$ cat config.mk
export PLATFORM = sky130hd
export DESIGN_NAME = line_clear_sequencer
export DESIGN_NICKNAME = d
export VERILOG_FILES = /design/src/rtl/line_clear_sequencer.sv
export SDC_FILE = /design/constraint.sdc
export NUM_CORES = 1
export LEC_CHECK = 0
export ABC_AREA = 1
export CAP_MARGIN = 30
export CORE_AREA = 2 2 334 336
export DETAILED_ROUTE_END_ITERATION = 6
export DIE_AREA = 0 0 336 338
export GPL_ROUTABILITY_DRIVEN = 0
export PLACE_DENSITY = 0.38
export RECOVER_POWER = 25
export SLEW_MARGIN = 40
export SYNTH_ARGS = -nofsm -noshare
export SYNTH_HDL_FRONTEND = slang
export SYNTH_SLANG_ARGS = --single-unit
$ cat constraint.sdc
create_clock -name clk -period 2.9 [get_ports clk]
set_clock_uncertainty 0.1 [all_clocks]
set_input_delay 0.58 -clock clk [delete_from_list [all_inputs] [get_ports clk]]
set_output_delay 0.58 -clock clk [all_outputs]
set_load 0.01 [all_outputs]
$ cat src/rtl/line_clear_sequencer.sv
// Feeds a freshly locked board through the external row eliminator, one pass per cycle,
// then commits board, rows cleared, score and line total. Optional per-row flash: `define CLEAR_ANIM_EN.
module line_clear_sequencer #(
   parameter int COLS        = 10,
   parameter int ROWS        = 20,
   parameter int SCORE_W     = 20,
   parameter int ANIM_CYCLES = 8
) (
   input  logic                   clk,
   input  logic                   rst_n,
   input  logic                   game_reset,
   input  logic                   lock_valid,
   output logic                   lock_ready,
   input  logic [ROWS*COLS-1:0]   lock_board,
   output logic [ROWS*COLS-1:0]   elim_static,
   input  logic                   elim_eliminated,
   input  logic [ROWS*COLS-1:0]   elim_new_static,
   output logic [ROWS*COLS-1:0]   board,
   output logic                   busy,
   output logic                   done,
   output logic [4:0]             rows_cleared,
   output logic [SCORE_W-1:0]     score,
   output logic [15:0]            total_lines,
   output logic                   error,
   output logic                   flash_active
);
   localparam int         N          = ROWS * COLS;
   localparam logic [4:0] PASS_LIMIT = 5'(ROWS);

   typedef enum logic [1:0] {
      S_IDLE = 2'd0,
      S_SCAN = 2'd1,
      S_DONE = 2'd2,
      S_ANIM = 2'd3
   } state_t;

   state_t               state_q, state_d;
   logic [N-1:0]         work_q, work_d;
   logic [N-1:0]         board_q, board_d;
   logic [4:0]           cnt_q, cnt_d;
   logic [4:0]           rows_q, rows_d;
   logic [SCORE_W-1:0]   score_q, score_d;
   logic [15:0]          lines_q, lines_d;
   logic                 err_q, err_d;
   logic                 done_q, done_d;
   logic                 commit;
   logic [10:0]          pts;
   logic [SCORE_W:0]     score_sum;
   logic [16:0]          lines_sum;

`ifdef CLEAR_ANIM_EN
   localparam int            AW        = (ANIM_CYCLES > 1) ? $clog2(ANIM_CYCLES) : 1;
   localparam logic [AW-1:0] ANIM_LAST = AW'(ANIM_CYCLES - 1);
   logic [AW-1:0]            anim_q, anim_d;
`else
   logic unused_anim_cfg;
   assign unused_anim_cfg = ANIM_CYCLES[0];
`endif

   always_comb begin
      case (cnt_q)
         5'd0:    pts = 11'd0;
         5'd1:    pts = 11'd40;
         5'd2:    pts = 11'd100;
         5'd3:    pts = 11'd300;
         default: pts = 11'd1200;
      endcase
   end

   assign score_sum = {1'b0, score_q} + (SCORE_W+1)'(pts);
   assign lines_sum = {1'b0, lines_q} + 17'(cnt_q);

   always_comb begin
      state_d = state_q;
      work_d  = work_q;
      board_d = board_q;
      cnt_d   = cnt_q;
      rows_d  = rows_q;
      score_d = score_q;
      lines_d = lines_q;
      err_d   = err_q;
      commit  = 1'b0;
`ifdef CLEAR_ANIM_EN
      anim_d  = anim_q;
`endif
      case (state_q)
         S_IDLE: begin
            if (lock_valid && !game_reset) begin
               work_d  = lock_board;
               cnt_d   = 5'd0;
               state_d = S_SCAN;
            end
         end
         S_SCAN: begin
            // cnt_q doubles as the pass counter: every earlier SCAN cycle of this lock eliminated a row
            if (elim_eliminated && cnt_q >= PASS_LIMIT) begin
               err_d  = 1'b1;
               commit = 1'b1;
            end else if (elim_eliminated) begin
               work_d = elim_new_static;
               cnt_d  = (cnt_q == 5'd31) ? cnt_q : cnt_q + 5'd1;
`ifdef CLEAR_ANIM_EN
               anim_d  = '0;
               state_d = S_ANIM;
`endif
            end else begin
               commit = 1'b1;
            end
         end
`ifdef CLEAR_ANIM_EN
         S_ANIM: begin
            if (anim_q == ANIM_LAST) state_d = S_SCAN;
            else                     anim_d  = anim_q + 1'b1;
         end
`endif
         S_DONE:  state_d = S_IDLE;
         default: state_d = S_IDLE;
      endcase

      if (commit) begin
         board_d = work_q;
         rows_d  = cnt_q;
         score_d = score_sum[SCORE_W] ? '1 : score_sum[SCORE_W-1:0];
         lines_d = lines_sum[16] ? 16'hFFFF : lines_sum[15:0];
         state_d = S_DONE;
      end
      done_d = commit;

      if (game_reset) begin
         state_d = S_IDLE;
         work_d  = '0;
         board_d = '0;
         cnt_d   = 5'd0;
         rows_d  = 5'd0;
         score_d = '0;
         lines_d = 16'd0;
         err_d   = 1'b0;
         done_d  = 1'b0;
      end
   end

   always_ff @(posedge clk or negedge rst_n) begin
      if (!rst_n) begin
         state_q <= S_IDLE;
         work_q  <= '0;
         board_q <= '0;
         cnt_q   <= 5'd0;
         rows_q  <= 5'd0;
         score_q <= '0;
         lines_q <= 16'd0;
         err_q   <= 1'b0;
         done_q  <= 1'b0;
`ifdef CLEAR_ANIM_EN
         anim_q  <= '0;
`endif
      end else begin
         state_q <= state_d;
         work_q  <= work_d;
         board_q <= board_d;
         cnt_q   <= cnt_d;
         rows_q  <= rows_d;
         score_q <= score_d;
         lines_q <= lines_d;
         err_q   <= err_d;
         done_q  <= done_d;
`ifdef CLEAR_ANIM_EN
         anim_q  <= anim_d;
`endif
      end
   end

   assign lock_ready   = (state_q == S_IDLE) && !game_reset;
   assign elim_static  = work_q;
   assign board        = board_q;
   assign busy         = (state_q != S_IDLE);
   assign done         = done_q;
   assign rows_cleared = rows_q;
   assign score        = score_q;
   assign total_lines  = lines_q;
   assign error        = err_q;
`ifdef CLEAR_ANIM_EN
   assign flash_active = (state_q == S_ANIM);
`else
   assign flash_active = 1'b0;
`endif

endmodule
-- Yosys cells after proc, flatten, opt, wreduce, memory -nomap -nowiden
Cells that the tools add are included.
- output and inout port bits: 446
- bits of input ports: 405
- flip-flop bits (word level): 450
- word-level logic and storage cells: 72
- magnitude comparators: 1
- reductions and logical operators: 15
- muxes and demuxes: 33
- equality and inequality tests: 11
- $add $sub $neg: 3
- operators with widths (operator ; number):
    $mux W200 ; 6
    $pmux W200 S2 ; 1
    $mux W20 ; 3
    $mux W16 ; 3
    $pmux W11 S4 ; 1
    $mux W5 ; 7
    $add A20 B11 Y21 ; 1
    $add A16 B5 Y17 ; 1
    $ne A3 B3 Y1 const B ; 5
    $eq A5 B2 Y1 const B ; 2
    $pmux W5 S2 ; 1
    $reduce_bool A2 Y1 ; 4
    $mux W1 ; 7
    $mux W2 ; 3
    $add A5 B1 Y5 const B ; 1
    $eq A5 B1 Y1 const B ; 1
    $eq A5 B5 Y1 const B ; 1
    $ge A5 B5 Y1 const B ; 1
    $logic_not A5 Y1 ; 1
    $reduce_and A5 Y1 ; 1
    $ne A4 B4 Y1 const B ; 1
    $pmux W2 S2 ; 1
    $reduce_and A2 Y1 ; 2
    $reduce_and A4 Y1 ; 1
    other kinds (5) ; 7

-- Longest topological paths before layout
Gate-level depths: netlist of the first run.
- depth in word-level cells: 6
- gate-level depth with buffers: 17
- gate-level depth less buffers: 17

-- Least setup slack after synthesis of the first run
Ideal clock, no wire load.
- path kind: reg-to-reg
- start: register cnt_q[1]
- end: register score_q[2] (netlist: score[2])
- required time: 2.672 ns
- period minus slack after synthesis: 2.627 ns
- arrival: 2.399 ns
- slack: 0.273 ns
- cell stages (with the launch flop): 16
- buffers on the path: 1
- setup time: 0.128 ns
- path through: dfrtp_1 > inv_1 > ha_1 > nor2_1 > nor2_1 > nor3_1 > ha_1 > nand3_1 > nand3_1 > nand2_1 > nand2_1 > nand2_1 > nand2_1 > nand2_1 > buf_4 > nand3_1
- cells in the longest elaborated chain, start to end: 6
- elaborated cells on any way between the ends: 14
- classes of those cells: add/sub (1); order compare (1); eq/ne (3); mux (6); reduce/logical (3)
- RTL lines (item ; RTL line ; RTL):
    start: declaration ; 40 ; logic [4:0] cnt_q, cnt_d;
    start signal: assignment ; 160 ; cnt_q <= cnt_d;
    $eq A5 B2 Y1 (tied with other cells) ; 61 ; case (cnt_q)
    $pmux W11 S4 ; 61 ;
    $add A20 B11 Y21 ; 70 ; assign score_sum = {1'b0, score_q} + (SCORE_W+1)'(pts);
    $mux W20 ; 123 ; score_d = score_sum[SCORE_W] ? '1 : score_sum[SCORE_W-1:0];
    $mux W20 ; 120 ; if (commit) begin
    $mux W20 ; 129 ; if (game_reset) begin
    end signal: assignment ; 162 ; score_q <= score_d;
    end: declaration ; 42 ; logic [SCORE_W-1:0] score_q, score_d;
Parallel ways exist; a longest one is shown, timed or not. The select of a mux whose other input is x is not followed.
A chain may end at the register's enable or synchronous reset.

-- Worst setup path in the final report of the first run
- start: register cnt_q[0]
- end: register score_q[4] (netlist: score[4])
Same word-level chain as after synthesis.

==> results of run 1 <==
## where the power goes
group          internal, W  switching, W  leakage [nW]
Combinational      0.00215       0.00260          8.33
Sequential         0.00685      0.000327          6.06
Clock              0.00473       0.00296         0.971
## path summary, 6_finish.rpt
| path | cells past startpoint | start | slack, ns | to |
|---|---|---|---|---|
| setup / recovery | 15 | cnt_q[0] | 0.21 | score[4] |
| setup reg to reg | 15 | cnt_q[0] | 0.21 | score[4] |
| hold reg to reg | 2 | board[50] | 0.38 | board[50] |
| hold / removal | 2 | board[50] | 0.38 | board[50] |
| min in group asynchronous | 2 | rst_n | 0.76 | board[101] |
| max in group asynchronous | 4 | rst_n | 0.43 | elim_static[175] |
## metrics by stage
| stage | hold WS, ns | power, W | area, sq um | setup slack (ns) | instances |
|---|---|---|---|---|---|
| 2_1_floorplan | 0.1844 | 0.008945 | 20960 | 0.2733 | 2665 |
| 3_3_place_gp | 0.3650 | 0.01217 | 31850 | 0.09308 | 4944 |
| 3_5_place_dp | 0.3720 | 0.01214 | 31850 | 0.02622 | 4944 |
| 4_1_cts | 0.3459 | 0.02003 | 33860 | 0.01812 | 5047 |
| 5_1_grt | 0.3942 | 0.02065 | 33780 | 0.02231 | 5049 |
| 6_report | 0.3791 | 0.01961 | 33780 | 0.2050 | 5050 |
## flip-flops by register name (all words and copies together) (netlist names), 2 cells and up
name	flops
board	200
cnt_q	5
elim_static	200
rows_cleared	5
score	19
state_q	2
total_lines	16
## logic make-up after synthesis
kind of cell,synth area share [%]
XOR/XNOR,0.4597
buffers and inverters,8.436
AND/OR/NAND/NOR,25.79
other,0.01789
AO/OA/AOI/OAI,10.41
adder cells (fa/ha/maj),1.266
flip-flops,53.62
## Yosys cell counts (6+ instances only)
master and number:
dfrtp_1 449, nand3b_1 6, nor3_1 8, nand4_1 9, nor2_1 31, o21ai_1 135, a21oi_1 14, ha_1 18
xor2_1 6, nand3_1 249, o21ai_0 279, inv_2 8, clkbuf_1 50, buf_2 93, buf_1 14, inv_1 256
nand2_1 1004
## final cells by class
| class | count | area, sq um |
|---|---|---|
| Multi-Input combinational cell | 1787 | 7983 |
| Inverter | 264 | 1018 |
| Clock buffer | 82 | 1650 |
| Clock inverter | 20 | 344.1 |
| Tap cell | 1488 | 1862 |
| Timing Repair Buffer | 957 | 9678 |
| Antenna cell | 3 | 7.507 |
| Fill cell | 11850 | 76280 |
| Sequential cell | 449 | 11240 |
## timing repair
item                                    in CTS  in global routing
gates resized for setup                      0                  4
endpoints found under the setup margin       0                 19
endpoints found under the hold margin       36                  0
hold buffers                                 1                  0
## worst reg2reg max path, delay by kind of cell (launching register included)
family / cells / cell delay [ns]
fa+ha+maj: 3 / 0.85
compound gates: 2 / 0.16
buf+inv: 3 / 0.37
flops: 1 / 0.41
simple gates: 7 / 0.67
## routing by layer
metal	global-route usage (%)	routed length (um)
met1	20.78	41570
met2	29.45	49810
met3	5.515	7579
met4	5.858	3103
met5	0	78
==> results.py, run 1 <==
metrics = {
    "detailed_routing": {
        "vias_per_cell": 4.054,
        "wl_per_cell_um": 20.22,
        "drt_first_iter_violations": 1144,
        "dr_total_vias": 20470,
        "drt.antenna.violating_nets": 0,
        "drc": 0,
        "first_pass_iters": 5,
        "wl_um": 102100,
    },
    "sta": {
        "worst_pin_slew_ns": 1.512,
        "grt_setup_unrepaired": "no",
        "setup_viol_count_final": 0,
        "finalMaxSlewViolations": 47,
        "fin_crit_sh_pct": 92.93,
        "relSlewSlack_pct": -0.7882,
        "fin_crit_ns": 2.695,
        "fin_tns_setup_ns": 0,
        "hold_violations": 0,
        "fmax_mhz": 371.1,
    },
    "power": {
        "peakVddDrop_v": 0.0003850,
        "power.density_nw_per_um2": 580.5,
        "p_leak_nw": 15.36,
    },
    "synthesis": {
        "synth_nets": 3090,
        "synth_largest_area_cell": "dfrtp_1",
        "ys_seq_elements": 449,
        "synth.top_cells.by_area": "dfrtp_1 54%, nand2_1 18%, o21ai_0 6.7%",
        "yosys.cell_types.count": 33,
        "synth_top_cell_area_share_pct": 53.62,
        "synth_ff_type": "dfrtp_1",
        "yosys_warnings": 0,
        "syn_area_sq_um": 20960,
        "synth_edf_count": 0,
        "synth-seq-area-share_pct": 53.62,
        "syn_avg_cell_area_sq_um": 7.864,
        "async_flop_share_pct": 100.0,
        "synthCells": 2665,
    },
    "setup_path": {
        "cpLargestDelayFamily": "adder cells",
        "critPathBufInv": 3,
        "critPathSlowestCell": "fa_1",
        "start_kind": "flop",
        "critPathRequiredTime_ns": 3.30,
        "path_cells": "inv_1 -> ha_1 -> inv_1 -> a21oi_1 -> ha_1 -> fa_1 -> nand3_1 -> nand3_1 -> nand2_1 -> nand2_1 -> nand2_1 -> nand2_1 -> nand2_1 -> buf_12 -> o211ai_1",
        "critical_path.most_common_cell": "nand2_1",
        "worstSetupEndpointType": "flop",
        "arrival_ns": 3.09,
        "crit_fanout": 11,
        "worstSetupPathType": "reg2reg",
        "slowest_delay_ns": 0.42,
    },
    "clocking": {
        "clk_path_buf_depth": 3,
        "clk_pin_slew_ns": 0.06,
        "tritoncts": "built",
        "cts_made_buffers": 57,
        "clock_sinks": 449,
        "worstSkewPairLatency_ns": 0.62,
        "clockRootBuffer": "clkbuf_16",
        "htree_levels": 2,
        "post-cts-setup-buffers": 0,
    },
    "floorplanning": {
        "ios": 851,
        "initial_utilization_pct": 19.04,
        "die_h_um": 338,
        "num_rows": 122,
        "core_area_sq_um": 110100,
        "die_area_sq_um": 113600,
        "die_w_um": 336,
    },
    "flow_run": {
        "maxCapViolCount": 1,
    },
    "layout": {
        "final_nets": 3941,
        "post-route-util_pct": 30.69,
        "syn_to_final_growth_pct": 61.19,
        "final_cell_mix": "1004 x nand2_1, 848 x clkdlybuf4s50_1, 449 x dfrtp_1, 279 x o21ai_0, 256 x inv_1",
        "final_common_cell": "nand2_1",
        "drive_above_1_share_pct": 6.097,
    },
    "global_routing": {
        "grt_util_all_layers_pct": 17.39,
        "antenna_found_initial": 12,
        "grt_max_degree": 121,
        "grt_pass1_vias": 20910,
        "gr-total-overflow": 0,
        "grt_first_pass_wirelength_um": 145100,
    },
    "run_status": {
        "status": "finished, violations left",
        "violations": "capacitance limit, slew limit",
    },
    "place": {
        "dp_hpwl_um": 78760,
        "portBuffers": 849,
    },
    "min_path": {
        "min_path_type": "reg2reg",
    },
}
No activity file was read; power rests on OpenSTA's default activity.
==> inputs of run 2 (changes only) <==
--- a/config.mk
+++ b/config.mk
@@ -6,6 +6,7 @@
 export NUM_CORES = 1
 export LEC_CHECK = 0
 export ABC_AREA = 1
+export ABC_CLOCK_PERIOD_IN_PS = 2900
 export CAP_MARGIN = 30
 export CORE_AREA = 2 2 334 336
 export DETAILED_ROUTE_END_ITERATION = 6
==> results of run 2 <==
Same layout as run 1: the final DEF is identical, and so are final timing and power.
==> inputs of run 3 (changes only) <==
--- a/config.mk
+++ b/config.mk
@@ -6,7 +6,6 @@
 export NUM_CORES = 1
 export LEC_CHECK = 0
 export ABC_AREA = 1
-export ABC_CLOCK_PERIOD_IN_PS = 2900
 export CAP_MARGIN = 30
 export CORE_AREA = 2 2 334 336
 export DETAILED_ROUTE_END_ITERATION = 6
==> results of run 3 <==
Same layout as run 1: the final DEF is identical, and so are final timing and power.
